**config.mk**
```make
export PLATFORM = sky130hd
export DESIGN_NAME = apb_sram_arbiter
export DESIGN_NICKNAME = d
export VERILOG_FILES = /design/src/rtl/kiscv_apb_pkg.sv /design/src/rtl/apb_sram_arbiter_rr_pick2.sv /design/src/rtl/apb_sram_arbiter.sv
export SDC_FILE = /design/constraint.sdc
export NUM_CORES = 1
export LEC_CHECK = 0
export BUFFER_PORTS_ARGS = -buffer_cell sky130_fd_sc_hd__buf_2
export CAP_MARGIN = 5
export CORE_AREA = 2 2 122 124
export DETAILED_ROUTE_END_ITERATION = 7
export DIE_AREA = 0 0 124 126
export GPL_TIMING_DRIVEN = 0
export PLACE_DENSITY = 0.65
export SLEW_MARGIN = 0
export SYNTH_ARGS = -nofsm -noshare
export SYNTH_HDL_FRONTEND = slang
export SYNTH_SLANG_ARGS = --single-unit
```
**constraint.sdc**
```tcl
create_clock -name pclk -period 1.9 [get_ports pclk]
set_input_delay 0.19 -clock pclk [delete_from_list [all_inputs] [get_ports pclk]]
set_output_delay 0.19 -clock pclk [all_outputs]
set_load 0.02 [all_outputs]
```
**src/rtl/kiscv_apb_pkg.sv**
```systemverilog
// Shared types and port indices for the two-requester APB sram arbiter.
// No logic of its own; no latency.
// No flow control here; backpressure is handled by the arbiter.
package kiscv_apb_pkg;

  typedef enum logic [1:0] {
    ST_IDLE,
    ST_SETUP,
    ST_ACCESS
  } apb_arb_state_t;

  localparam int PORT_IFETCH = 0;
  localparam int PORT_LSU    = 1;

  // Index of the port that is not `idx` (round-robin hand-off)
  function automatic logic other_port(input logic idx);
    return ~idx;
  endfunction

endpackage

```
**src/rtl/apb_sram_arbiter_rr_pick2.sv**
```systemverilog
// Two-way round-robin picker: on a tie, grants the port that was not served last.
// Latency: purely combinational, zero cycles.
// Backpressure: none; the caller only samples the pick when it can start a transfer.
module rr_pick2
  import kiscv_apb_pkg::*;
(
  input  logic [1:0] req,
  input  logic       last,
  output logic       gnt_valid,
  output logic       gnt_idx
);

  // Single requester wins outright; a tie goes to the port not served last
  always_comb begin
    gnt_valid = |req;
    gnt_idx   = 1'(PORT_IFETCH);
    if (req == 2'b11) begin
      gnt_idx = other_port(last);
    end else if (req[PORT_LSU]) begin
      gnt_idx = 1'(PORT_LSU);
    end
  end

endmodule

```
**src/rtl/apb_sram_arbiter.sv**
```systemverilog
// Shares one APB sram port between instruction fetch (port 0) and the LSU (port 1).
// Latency: rN_psel seen in IDLE at cycle N -> rN_pready at N+3 with a one-wait-state sram.
// Backpressure: the loser simply waits (its pready stays low); a hung sram is cut off by the timeout.
module apb_sram_arbiter
  import kiscv_apb_pkg::*;
#(
  parameter int ADDR_WIDTH = 32,
  parameter int DATA_WIDTH = 32,
  parameter int TIMEOUT    = 16
) (
  input  logic                    pclk,
  input  logic                    presetn,
  input  logic [ADDR_WIDTH-1:0]   r0_paddr,
  input  logic [DATA_WIDTH-1:0]   r0_pdata,
  input  logic                    r0_pwrite,
  input  logic [DATA_WIDTH/8-1:0] r0_pstb,
  input  logic                    r0_psel,
  input  logic                    r0_penable,
  output logic [DATA_WIDTH-1:0]   r0_prdata,
  output logic                    r0_pready,
  output logic                    r0_perr,
  input  logic [ADDR_WIDTH-1:0]   r1_paddr,
  input  logic [DATA_WIDTH-1:0]   r1_pdata,
  input  logic                    r1_pwrite,
  input  logic [DATA_WIDTH/8-1:0] r1_pstb,
  input  logic                    r1_psel,
  input  logic                    r1_penable,
  output logic [DATA_WIDTH-1:0]   r1_prdata,
  output logic                    r1_pready,
  output logic                    r1_perr,
  output logic [ADDR_WIDTH-1:0]   paddr,
  output logic [DATA_WIDTH-1:0]   pdata,
  output logic                    pwrite,
  output logic [DATA_WIDTH/8-1:0] pstb,
  output logic                    psel,
  output logic                    penable,
  input  logic [DATA_WIDTH-1:0]   prdata,
  input  logic                    pready,
  input  logic                    perr
);

  localparam int CW = (TIMEOUT < 1) ? 1 : $clog2(TIMEOUT + 1);

  apb_arb_state_t  state;
  logic            grant;
  logic            last_grant;
  logic [CW-1:0]   tmo_cnt;
  logic            pick_vld;
  logic            pick_idx;
  logic            tmo_hit;
  logic            xfer_done;
  logic            rsp_err;
  logic [DATA_WIDTH-1:0] rsp_dat;

  // Requester penable carries no arbitration meaning; psel alone requests
  logic unused_penable;
  assign unused_penable = r0_penable ^ r1_penable;

  rr_pick2 u_pick (
    .req       ({r1_psel, r0_psel}),
    .last      (last_grant),
    .gnt_valid (pick_vld),
    .gnt_idx   (pick_idx)
  );

  // Completion: sram pready, or the counter having seen TIMEOUT full ACCESS cycles
  always_comb begin
    tmo_hit   = (TIMEOUT != 0) && (state == ST_ACCESS) && !pready &&
                (tmo_cnt == CW'(TIMEOUT));
    xfer_done = (state == ST_ACCESS) && (pready || tmo_hit);
    rsp_err   = pready ? perr : 1'b1;
    rsp_dat   = pready ? prdata : '0;
  end

  // Steer the response to the granted port only; the other port sees all zeros
  always_comb begin
    r0_pready = xfer_done && (grant == 1'(PORT_IFETCH));
    r1_pready = xfer_done && (grant == 1'(PORT_LSU));
    r0_perr   = r0_pready && rsp_err;
    r1_perr   = r1_pready && rsp_err;
    r0_prdata = r0_pready ? rsp_dat : '0;
    r1_prdata = r1_pready ? rsp_dat : '0;
  end

  // Transfer FSM: latches the winner's request and holds it steady until completion
  always_ff @(posedge pclk or negedge presetn) begin
    if (!presetn) begin
      state      <= ST_IDLE;
      psel       <= 1'b0;
      penable    <= 1'b0;
      paddr      <= '0;
      pdata      <= '0;
      pwrite     <= 1'b0;
      pstb       <= '0;
      grant      <= 1'(PORT_IFETCH);
      last_grant <= 1'(PORT_LSU);
      tmo_cnt    <= '0;
    end else begin
      case (state)
        ST_IDLE: begin
          tmo_cnt <= '0;
          if (pick_vld) begin
            grant   <= pick_idx;
            paddr   <= pick_idx ? r1_paddr  : r0_paddr;
            pdata   <= pick_idx ? r1_pdata  : r0_pdata;
            pwrite  <= pick_idx ? r1_pwrite : r0_pwrite;
            pstb    <= pick_idx ? r1_pstb   : r0_pstb;
            psel    <= 1'b1;
            penable <= 1'b0;
            state   <= ST_SETUP;
          end
        end
        ST_SETUP: begin
          penable <= 1'b1;
          tmo_cnt <= '0;
          state   <= ST_ACCESS;
        end
        ST_ACCESS: begin
          if (xfer_done) begin
            psel       <= 1'b0;
            penable    <= 1'b0;
            last_grant <= grant;
            tmo_cnt    <= '0;
            state      <= ST_IDLE;
          end else begin
            tmo_cnt <= tmo_cnt + 1'b1;
          end
        end
        default: begin
          psel    <= 1'b0;
          penable <= 1'b0;
          state   <= ST_IDLE;
        end
      endcase
    end
  end

endmodule

```
==> parameters.txt <==
Parameter                              Value

Final layout
  Non-filler cells in the finished layout    875
  Final layout net count    866
  Cell area after layout    7079 µm²
  Diodes inserted    0
  Area added between synthesis and finish    51.93%
  Fraction of final layout cells with drive strength greater than 1    73.81%

Detailed routing
  Number of optimization iterations in the first detailed-route pass    4
  DRC violation total after the first TritonRoute iteration    56
  Remaining number of nets flagged by the antenna check after routing    0
  Vias per cell    4.666
  Routed wire length    14350 µm
  Final routed DRC violation total    0
  Vias after detailed routing    4083
  Post-DR wirelength/cell    16.40 µm

Pwr
  Leakage    3.766 nW
  VDD IR max    0.6397 mV
  Total power density per cell area    1400 nW/µm²

STA
  Setup repair after global routing missed its margin    true
  Timing-limited maximum frequency    0.5321 GHz
  Worst slew margin relative to its limit    68.69%
  Setup total negative slack    0 ns
  Final worst path period share    98.91%
  Post-layout worst setup margin    0.02079 ns
  Tmin final    1.879 ns
  Worst Max-Slew Pin Slew    0.4697 ns
  Final number of setup-violating endpoints    0
  Final Hold Vio Count    0
  Final Skew    0.006118 ns
  Final Hold Slack    0.2051 ns
  Count of final max-slew check failures    0

Yosys
  Synthesized-area fraction occupied by and/or/nand/nor cells    11.95%
  Top cells by area, synth    sky130_fd_sc_hd__dfrtp_1 (42%), sky130_fd_sc_hd__mux2_4 (22%), sky130_fd_sc_hd__mux2_2 (17%)
  Xor and xnor fraction of the mapped netlist area    0%
  Post-synthesis sequential area ratio    42.45%
  Adder-cell share of the synthesized area    0.5371%
  Combined area of all synthesized cells    4659 µm²
  Number of distinct library cells after synthesis    35
  Synthesized area per cell    13.27 µm²
  Gate count of the mapped netlist    351
  Number of warnings reported in the yosys synthesis log    0
  Fraction of post-synthesis cell area in the top cell type by area    41.89%
  Dominant combinational cell family by area after synthesis    multiplexers
  Mux contribution to synthesized area    39.15%
  Number of enable flip-flop cells after synthesis    0
  Share of synthesized registers carrying an async set or reset    100.0%
  Post-synth net total    531
  Fraction of the mapped netlist area in compound gates    2.095%
  Predominant post-synthesis flop cell    sky130_fd_sc_hd__dfrtp_1
  Number of synthesized register bits    79
  Post-synthesis cell type with the largest combined area    sky130_fd_sc_hd__dfrtp_1

Critical path
  Worst-case register-to-register setup slack    0.03 ns
  Start point of the critical path    tmo_cnt[0]$_DFFE_PN0P_
  Capture point of the worst reg-to-reg path    tmo_cnt[3]$_DFFE_PN0P_
  Worst path arrival time    1.69 ns
  Count of buffer and inverter cells on the critical path    2
  CP Max Fanout    5
  Worst R2R Start    tmo_cnt[0]$_DFFE_PN0P_
  WP data required    1.71 ns
  Max incr delay on CP    0.40 ns
  CP endpoint    r0_pready
  Cells along the critical path    inv_1 > ha_1 > and4bb_2 > o21ai_4 > nor2_1 > buf_4
  Family with the most delay on the worst path    flip-flops
  Depth of the worst register-to-register path    6
  Critical path's slowest cell    sky130_fd_sc_hd__dfrtp_1
  Critical path launch point type    flop
  Instance count on the critical path    6
  Type of destination of the critical path    output port
  Kind of critical path    reg2out

Place
  Final estimated routing congestion in global placement    0.8326
  Pre-CTS setup slack    -0.1042 ns
  Estimated wirelength of the detail-placed design    11370 µm
  DP Area    6491 µm²
  Number of buffers added on ports    314
  Placed cell count    850

Global routing
  Wire length of the first global-routing pass    20960 µm
  Overall global routing resource usage    17.78%
  Overall overflow remaining after global route    0
  Largest net degree at the start of global routing    48
  Antenna violations before repair    0
  Via count of the first global-routing pass    4190

CTS
  CTS root buffer    sky130_fd_sc_hd__clkbuf_16
  Clk slew on worst S/H paths    0.06 ns
  CTS max path bufs    2
  Number of buffers added by the clock tree synthesis step    9
  Clock tree from TritonCTS    done
  Clock network latency to the later pin of the worst-skew pair    0.34 ns
  Clock H-tree levels    3
  Clock net sink count    79

Floorplanning
  Core Region    14310 µm²
  Vertical extent of the die    126 µm
  Initial core utilization    32.55%
  Width of the chip    124 µm
  Cell Rows    44
  Overall die area    15620 µm²
  Top-level port count    317

Run status
  Outcome    finished clean

Hold path
  Classification of the worst-slack hold path    in2reg

Flow run
  Max-cap violations    0
-- how the worst min path moves through the flow --
stage,start,endpoint,slack (ns),cells past startpoint
5_1_grt,r0_pdata[31],pdata[31]$_DFFE_PN0P_,0.19,3
2_1_floorplan,presetn,grant$_DFFE_PN0P_,-0.11,0
3_5_place_dp,presetn,paddr[1]$_DFFE_PN0P_,0.18,1
4_1_cts,r1_pdata[24],pdata[24]$_DFFE_PN0P_,0.19,3
6_report,r1_pdata[16],pdata[16]$_DFFE_PN0P_,0.21,3
3_3_place_gp,psel$_DFFE_PN0P_,psel$_DFFE_PN0P_,0.46,1
-- Yosys cell counts, drive strengths merged (2+ instances only) --
cell / number
mux2: 139
dfrtp: 78
and2: 64
buf: 16
clkbuf: 7
inv: 5
o21ai: 5
nor3: 4
and3: 3
nand2: 3
nand3: 3
nor2: 3
ha: 2
nor2b: 2
or3: 2
-- metrics by stage --
| step | power [mW] | util (%) |
|---|---|---|
| 4_1_cts | 9.985 | 48.53 |
| 5_1_grt | 10.53 | 49.46 |
| 2_1_floorplan | 6.190 | - |
| 6_report | 9.911 | 49.46 |
| 3_5_place_dp | 7.894 | 45.35 |
| 3_3_place_gp | 7.766 | 45.14 |
-- power breakdown --
group,leakage [nW],internal [mW],total [mW],switching (mW)
sequential,0.931,2.52,2.95,0.432
combinational,2.68,2.38,5.06,2.68
clock,0.160,1.22,1.89,0.672
total,3.77,6.13,9.91,3.79
-- placed cells by master, fill, tap and decap left out, drive strengths merged, types with 2 or more instances in the layout --
cell,netlist,final
or3,2,2
nor2b,2,2
buf,16,345
clkbuf,7,14
mux2,139,139
and3,3,3
nor2,3,3
nor3,4,4
nand3,3,3
ha,2,2
dfrtp,78,78
inv,5,5
nand2,3,3
o21ai,5,5
bufinv,0,2
and2,64,64
-- sequential cells by signal, summed over array words and instances (netlist names) --
signal      count
paddr          32
last_grant      1
tmo_cnt         5
grant           1
state           1
psel            1
pstb            4
pwrite          1
pdata          32
penable         1
-- worst reg2reg max path, cell delays in order (launching register included) --
cell and delay [ns]:
sky130_fd_sc_hd__dfrtp_1 0.40, sky130_fd_sc_hd__inv_1 0.06, sky130_fd_sc_hd__ha_1 0.19, sky130_fd_sc_hd__and4bb_2 0.25
sky130_fd_sc_hd__buf_4 0.15, sky130_fd_sc_hd__or2_1 0.26, sky130_fd_sc_hd__o41ai_1 0.42
-- final cells by class --
class | instances | area [µm²]
clock buffers | 13 | 260.3
flip-flops and latches | 79 | 1979
inverters | 5 | 18.77
repair buffers | 324 | 1780
multi-input cells | 244 | 2545
well taps | 184 | 230.2
fillers | 1276 | 7234
clock inverters | 3 | 65.06
plain buffers | 23 | 200.2
-- layer usage --
layer  GRT usage, %  up-vias  part of all wire [%]
li1               -     1901                     -
met1          18.07     1971                    36
met2          34.39      196                    55
met3          4.846       15                   7.2
met4          5.618        0                   1.4
met5              0        -                     0
-- kinds of logic after synthesis --
| logic type | count (synthesis) |
|---|---|
| mux | 139 |
| simple gates | 89 |
| flops | 79 |
| compound gates | 14 |
| fa+ha+maj | 2 |
| buf+inv | 28 |
-- repair_timing --
action | in CTS | in global routing
setup endpoints to repair | 129 | 60
hold buffers | 1 | 0
setup buffers | 6 | 2
gates resized for setup | 27 | 53
hold endpoints to repair | 31 | 0
pin swaps | 1 | 1
No activity file was read; power rests on OpenSTA's default activity.
